==> src/rtl/stepper_pkg.sv <==
// Shared types and constants for the stepper sequencer.
// Holds the state encoding, MODE codes and the coil phase table.
package stepper_pkg;

    typedef enum logic {
        IDLE = 1'b0,
        RUN  = 1'b1
    } state_t;

    localparam logic [1:0] MODE_WAVE = 2'b00;
    localparam logic [1:0] MODE_FULL = 2'b01;
    localparam logic [1:0] MODE_HALF = 2'b10;

    // Index 0 is the leftmost entry; bit order is {O_3,O_2,O_1,O_0}.
    localparam logic [0:7][3:0] PHASE_TABLE = {
        4'b0001, 4'b0011, 4'b0010, 4'b0110,
        4'b0100, 4'b1100, 4'b1000, 4'b1001
    };

    function automatic logic [2:0] step_size(input logic [1:0] mode);
        return (mode == MODE_HALF) ? 3'd1 : 3'd2;
    endfunction

    // Wave uses even table entries, full uses odd ones, half uses all.
    function automatic logic [2:0] align_pos(input logic [1:0] mode,
                                             input logic [2:0] pos);
        logic [2:0] r;
        unique case (mode)
            MODE_FULL: r = {pos[2:1], 1'b1};
            MODE_HALF: r = pos;
            default:   r = {pos[2:1], 1'b0};
        endcase
        return r;
    endfunction

endpackage

==> src/rtl/stepper_if.sv <==
// Command and drive signals between a move controller and the sequencer.
// The controller side is master, the sequencer side is slave.
interface stepper_if #(
    parameter int STEP_W = 8,
    parameter int DIV_W  = 8
);
    logic              START;
    logic              ABORT;
    logic              DIR;
    logic [1:0]        MODE;
    logic [STEP_W-1:0] STEPS;
    logic [DIV_W-1:0]  DIV;
    logic              O_0;
    logic              O_1;
    logic              O_2;
    logic              O_3;
    logic              BUSY;
    logic              DONE;

    modport master (
        output START, ABORT, DIR, MODE, STEPS, DIV,
        input  O_0, O_1, O_2, O_3, BUSY, DONE
    );

    modport slave (
        input  START, ABORT, DIR, MODE, STEPS, DIV,
        output O_0, O_1, O_2, O_3, BUSY, DONE
    );
endinterface

==> src/rtl/stepper_prescaler.sv <==
// Step-period down-counter: loads DIV, ticks at zero, reloads.
// The tick is high during the cycle whose closing edge applies a step.
module stepper_prescaler #(
    parameter int DIV_W = 8
) (
    input  logic             clk,
    input  logic             rst,
    input  logic             load,
    input  logic             en,
    input  logic [DIV_W-1:0] div,
    output logic             tick
);
    logic [DIV_W-1:0] count;
    logic [DIV_W-1:0] reload;

    assign tick = en && (count == '0);

    always_ff @(posedge clk or posedge rst) begin
        if (rst) begin
            count  <= '0;
            reload <= '0;
        end else if (load) begin
            count  <= div;
            reload <= div;
        end else if (tick) begin
            count <= reload;
        end else if (en) begin
            count <= count - 1'b1;
        end
    end
endmodule

==> src/rtl/stepper_sequencer.sv <==
// Stepper motor phase sequencer with wave, full and half stepping.
// Moves are latched at START and paced by the prescaler tick.
module stepper_sequencer #(
    parameter int STEP_W = 8,
    parameter int DIV_W  = 8
) (
    input logic       CLK,
    input logic       RST,
    stepper_if.slave  bus
);
    import stepper_pkg::*;

    state_t            state;
    state_t            state_next;
    logic [2:0]        pos;
    logic [STEP_W-1:0] remaining;
    logic              dir;
    logic [1:0]        mode;
    logic              done;
    logic              done_next;
    logic              load;
    logic              align;
    logic              step;
    logic              tick;

    stepper_prescaler #(.DIV_W(DIV_W)) u_prescaler (
        .clk  (CLK),
        .rst  (RST),
        .load (load),
        .en   (state == RUN),
        .div  (bus.DIV),
        .tick (tick)
    );

    always_comb begin
        state_next = state;
        load       = 1'b0;
        align      = 1'b0;
        step       = 1'b0;
        done_next  = 1'b0;
        unique case (state)
            IDLE: begin
                if (bus.START && !bus.ABORT) begin
                    align = 1'b1;
                    if (bus.STEPS != '0) begin
                        load       = 1'b1;
                        state_next = RUN;
                    end else begin
                        done_next = 1'b1;
                    end
                end
            end
            RUN: begin
                // Abort wins over a coincident tick: no step, no DONE.
                if (bus.ABORT) begin
                    state_next = IDLE;
                end else if (tick) begin
                    step = 1'b1;
                    if (remaining == STEP_W'(1)) begin
                        state_next = IDLE;
                        done_next  = 1'b1;
                    end
                end
            end
        endcase
    end

    always_ff @(posedge CLK or posedge RST) begin
        if (RST) begin
            state <= IDLE;
            done  <= 1'b0;
        end else begin
            state <= state_next;
            done  <= done_next;
        end
    end

    always_ff @(posedge CLK or posedge RST) begin
        if (RST) begin
            remaining <= '0;
            dir       <= 1'b0;
            mode      <= MODE_WAVE;
        end else if (load) begin
            remaining <= bus.STEPS;
            dir       <= bus.DIR;
            mode      <= bus.MODE;
        end else if (step) begin
            remaining <= remaining - 1'b1;
        end
    end

    // 3-bit arithmetic gives the modulo-8 wrap in both directions.
    always_ff @(posedge CLK or posedge RST) begin
        if (RST) begin
            pos <= 3'd0;
        end else if (align) begin
            pos <= align_pos(bus.MODE, pos);
        end else if (step) begin
            pos <= dir ? pos - step_size(mode)
                       : pos + step_size(mode);
        end
    end

    assign {bus.O_3, bus.O_2, bus.O_1, bus.O_0} = PHASE_TABLE[pos];
    assign bus.BUSY = (state == RUN);
    assign bus.DONE = done;
endmodule

==> src/flat_wrapper.sv <==
// flat-port wrapper written by rule: the top's interface ports become plain ports
module stepper_sequencer_flat import stepper_pkg::*;
#(
    parameter int STEP_W = 8,
    parameter int DIV_W  = 8
)
  (CLK, RST, bus_START, bus_ABORT, bus_DIR, bus_MODE, bus_STEPS, bus_DIV, bus_O_0, bus_O_1, bus_O_2, bus_O_3, bus_BUSY, bus_DONE);
  stepper_if #(.STEP_W(STEP_W), .DIV_W(DIV_W)) bus_i ();
  input logic CLK;
  input logic RST;
  input wire logic [$bits(bus_i.START)-1:0] bus_START;
  input wire logic [$bits(bus_i.ABORT)-1:0] bus_ABORT;
  input wire logic [$bits(bus_i.DIR)-1:0] bus_DIR;
  input wire logic [$bits(bus_i.MODE)-1:0] bus_MODE;
  input wire logic [$bits(bus_i.STEPS)-1:0] bus_STEPS;
  input wire logic [$bits(bus_i.DIV)-1:0] bus_DIV;
  output wire logic [$bits(bus_i.O_0)-1:0] bus_O_0;
  output wire logic [$bits(bus_i.O_1)-1:0] bus_O_1;
  output wire logic [$bits(bus_i.O_2)-1:0] bus_O_2;
  output wire logic [$bits(bus_i.O_3)-1:0] bus_O_3;
  output wire logic [$bits(bus_i.BUSY)-1:0] bus_BUSY;
  output wire logic [$bits(bus_i.DONE)-1:0] bus_DONE;
  assign bus_i.START = bus_START;
  assign bus_i.ABORT = bus_ABORT;
  assign bus_i.DIR = bus_DIR;
  assign bus_i.MODE = bus_MODE;
  assign bus_i.STEPS = bus_STEPS;
  assign bus_i.DIV = bus_DIV;
  assign bus_O_0 = bus_i.O_0;
  assign bus_O_1 = bus_i.O_1;
  assign bus_O_2 = bus_i.O_2;
  assign bus_O_3 = bus_i.O_3;
  assign bus_BUSY = bus_i.BUSY;
  assign bus_DONE = bus_i.DONE;
  stepper_sequencer #(.STEP_W(STEP_W), .DIV_W(DIV_W)) u_core (.CLK(CLK), .RST(RST), .bus(bus_i));
endmodule
==> config.mk <==
export PLATFORM = sky130hd
export DESIGN_NAME = stepper_sequencer_flat
export DESIGN_NICKNAME = d
export VERILOG_FILES = /design/src/rtl/stepper_pkg.sv /design/src/rtl/stepper_if.sv /design/src/rtl/stepper_prescaler.sv /design/src/rtl/stepper_sequencer.sv /design/src/flat_wrapper.sv
export SDC_FILE = /design/constraint.sdc
export NUM_CORES = 1
export LEC_CHECK = 0
export ABC_AREA = 1
export CORE_MARGIN = 2
export CORE_UTILIZATION = 50
export CTS_CLUSTER_SIZE = 8
export DETAILED_ROUTE_END_ITERATION = 12
export GPL_TIMING_DRIVEN = 0
export HOLD_SLACK_MARGIN = 0.08
export PLACE_DENSITY_LB_ADDON = 0.2
export RECOVER_POWER = 50
export SLEW_MARGIN = 20
export SYNTH_ARGS = -nofsm -noshare
export SYNTH_HDL_FRONTEND = slang
export SYNTH_SLANG_ARGS = --single-unit
export TNS_END_PERCENT = 100
==> constraint.sdc <==
create_clock -name CLK -period 1.6 [get_ports CLK]
set_input_delay 0.48 -clock CLK [delete_from_list [all_inputs] [get_ports CLK]]
set_output_delay 0.48 -clock CLK [all_outputs]
set_load 0.05 [all_outputs]
==> key figures <==
Clock tree
  • Worst-skew pair later-pin latency: 0.29 ns
  • TritonCTS Buffers: 5
  • Clk buf depth: 2
  • TritonCTS clock tree: built
  • Clock root cell: clkbuf_8
  • Post-CTS Hold Buffers: 0
  • Clock sinks: 32
  • Clk slew on worst S/H paths: 0.07 ns
  • H-tree levels: 2

Global routing
  • Vias in the first global route: 1814
  • First-pass GRT wire length: 8110 um
  • Pin count of the biggest net entering global routing: 33
  • Overall Global Routing Usage: 24.5%
  • Initial antenna violation count: 0
  • Remaining Overflow, GRT: 0

Timing
  • FMAX: 621 MHz
  • Slew Viols, Final: 0
  • Layout Skew: 0.0102 ns
  • Min Tclk post-route: 1.61 ns
  • Worst setup margin: -0.0112 ns
  • Final Cycle Share: 101%
  • Rel. slew slack: 55.6%
  • RSZ-0062 raised after global routing: yes
  • Final setup viols: 1
  • Worst-margin pin slew: 0.665 ns
  • Final hold violations: 0

Outcome
  • Failing checks: setup timing
  • Outcome: finished, violations left

Synth
  • Area contributors post-synth: dfrtp_1 (40%), nand2_1 (13%), inv_1 (6.2%), nor2_1 (5.8%), nand3_1 (5.8%)
  • Synth warn: 0
  • Largest family of logic cells by synthesized area: simple AND/OR/NAND/NOR gates
  • Sequential element share of the synthesized area: 40.3%
  • Mean area per synthesized cell: 7.56 um2
  • Synth Area in XOR/XNOR: 3.52%
  • Area leader, netlist: dfrtp_1
  • Syn nets: 292
  • Synth Area in Simple Gates: 32.1%
  • Synthesized area: 0.00199 mm2
  • Top-area cell type share of the netlist area: 40.3%
  • Main synth FF type: dfrtp_1
  • Synth Instances: 263
  • Post-synth EDFFs: 0
  • Mux cell area share after synthesis: 0%
  • #FFs+latches synth: 32
  • Cell variety after synth: 31
  • Synth Area in Compound Gates: 11.0%
  • Post-synthesis adder-cell area fraction: 4.15%
  • Ys async rst share: 100%

Placed design
  • Pre-CTS setup slack: -0.574 ns
  • GP Congestion: 0.838
  • DP Area: 0.00234 mm2
  • Post-DP HPWL: 3190 um
  • PortBufs: 28

Floorplanning
  • Die ar.: 0.00450 mm2
  • Initial Util: 53.1%
  • Die Width: 67.1 um
  • Core area: 0.00374 mm2
  • Die Height: 67.1 um
  • IO Pins: 29
  • Rows: 22

Worst setup path
  • CP Cell Sequence: inv_4 -> nand2_2 -> o21ai_2 -> buf_6
  • CP top delay family: flip-flops
  • Crit Path Category: flip-flop to output port
  • Req. time, crit path: 1.12 ns
  • Max stage delay on crit path: 0.47 ns
  • Data arrival time of the worst path: 1.13 ns
  • CP Max Fanout: 5
  • Slowest-stage cell, CP: dfrtp_2
  • CP Capture Type: output port
  • Crit path launch type: flip-flop
  • Bufs and invs on worst path: 2

Layout
  • Antenna diodes: 0
  • Footprint of the multi-input gates: 0.00110 mm2
  • Area added between synthesis and finish: 37.9%
  • Share of cells above drive strength 1: 26.7%
  • NumNets Final: 346
  • Fillcell total: 299
  • FF/Latch Area: 802 um2
  • Final Cell Area: 0.00274 mm2

Power
  • Peak supply drop: 0.000958 V
  • PD cells: 1140 mW/mm2
  • LEAKAGE: 0.00135 uW

Routing
  • Drt first pass iters: 5
  • Wire length on met3: 203 um
  • DR vias: 1949
  • Post-DR vias/cell: 5.33
  • Met2 WL: 2580 um
  • Top Layer Used: met4
  • Wirelength per Cell: 13.9 um
  • ANT nets after route: 0
  • Initial drt markers: 164
  • DRT met1 WL: 2200 um
  • DRC viols: 0
  • Routed WL: 5070 um

Job
  • Max-Cap Viols: 0

Hold path
  • Worst min path class: input port to flip-flop
## registers in the layout, summed over array words and instances, names as in the netlist
register and cells:
u_core.pos 3, u_core.mode 2, u_core.bus.BUSY 1, u_core.u_prescaler.reload 8, u_core.remaining 8, u_core.dir 1
u_core.u_prescaler.count 8, u_core.bus.DONE 1
## worst reg2reg max path: stages, from the launching register on
cell and delay, ns:
dfrtp_1 0.41, inv_2 0.11, ha_2 0.17, inv_1 0.04, fa_2 0.33, xor2_1 0.16, nor2_1 0.05, nand2_1 0.05
o21ai_0 0.08
## through the flow
step | cells | TNS, ns | power [uW] | util (%) | hold WS, ns
CTS | 355 | -0.0469 | 2980 | 68.5 | 0.483
global route | 366 | -0.200 | 3330 | 73.3 | 0.477
global placement | 339 | -27.86 | 2060 | 62.4 | 0.456
finish | 366 | -0.0112 | 3120 | 73.3 | 0.459
detailed placement | 339 | -16.17 | 2090 | 62.4 | 0.464
floorplan | 263 | -0.230 | 1830 | - | 0.444
## final cells by class
cell class,count,share of cell area (%)
multi-input cells,191,40.2
clock buffers,7,3.51
inverters,35,4.97
repair buffers,47,16.6
flip-flops and latches,32,29.2
well taps,48,2.19
plain buffers,5,2.19
clock inverters,1,1.09
## path summary, 6_finish.rpt
path,startpoint,to,slack (ns),depth (start not counted)
setup / recovery,u_core.pos[2],bus_O_0,-0.01,4
hold / removal,bus_STEPS[7],u_core.remaining[7],0.46,3
setup reg to reg,u_core.pos[0],u_core.pos[2],0.08,8
hold reg to reg,u_core.u_prescaler.reload[4],u_core.u_prescaler.reload[4],0.48,2
max in group asynchronous,RST,u_core.pos[2],0.39,2
min in group asynchronous,RST,u_core.u_prescaler.reload[1],0.73,2
## routing by layer
metal  global-route usage, %  up-vias
li1                        -      945
met1                    31.3      948
met2                    40.3       46
met3                    4.39       10
met4                    10.5        0
met5                       0        -
## synthesized netlist by cell type, types with 3 or more instances
master,count
a21oi_1,7
nor2_1,31
nor2_4,3
a31oi_1,3
nand2_1,68
dfrtp_1,32
ha_1,5
o21ai_0,21
o211ai_1,4
inv_1,33
nand4_1,3
xor2_1,5
xnor2_1,3
nand3_1,23
## layout by cell type, fill, tap and decap left out, types with 8 or more instances in the layout
cell / count
buf_6: 9
dfrtp_1: 31
buf_4: 16
clkdlybuf4s50_1: 11
inv_2: 8
inv_1: 25
nand2_2: 8
o21ai_0: 18
nor2_1: 25
nand2_1: 61
nand3_1: 23
## timing repair
item	CTS	global route
cloned	0	2
pin swaps	15	20
buffers inserted	8	9
endpoints found under the setup margin	37	35
resized for setup	53	33
## kinds of logic after synthesis
| family | count (synthesis) |
|---|---|
| compound gates | 38 |
| xor+xnor | 8 |
| flops | 32 |
| simple gates | 139 |
| buf+inv | 40 |
| fa+ha+maj | 6 |
## power breakdown
part	total, uW	internal [uW]	leakage (uW)	switching [uW]
clock network	865	550	0.0000645	316
logic	1090	469	0.000903	626
registers	1160	992	0.000382	167
No activity file was read; power rests on OpenSTA's default activity.
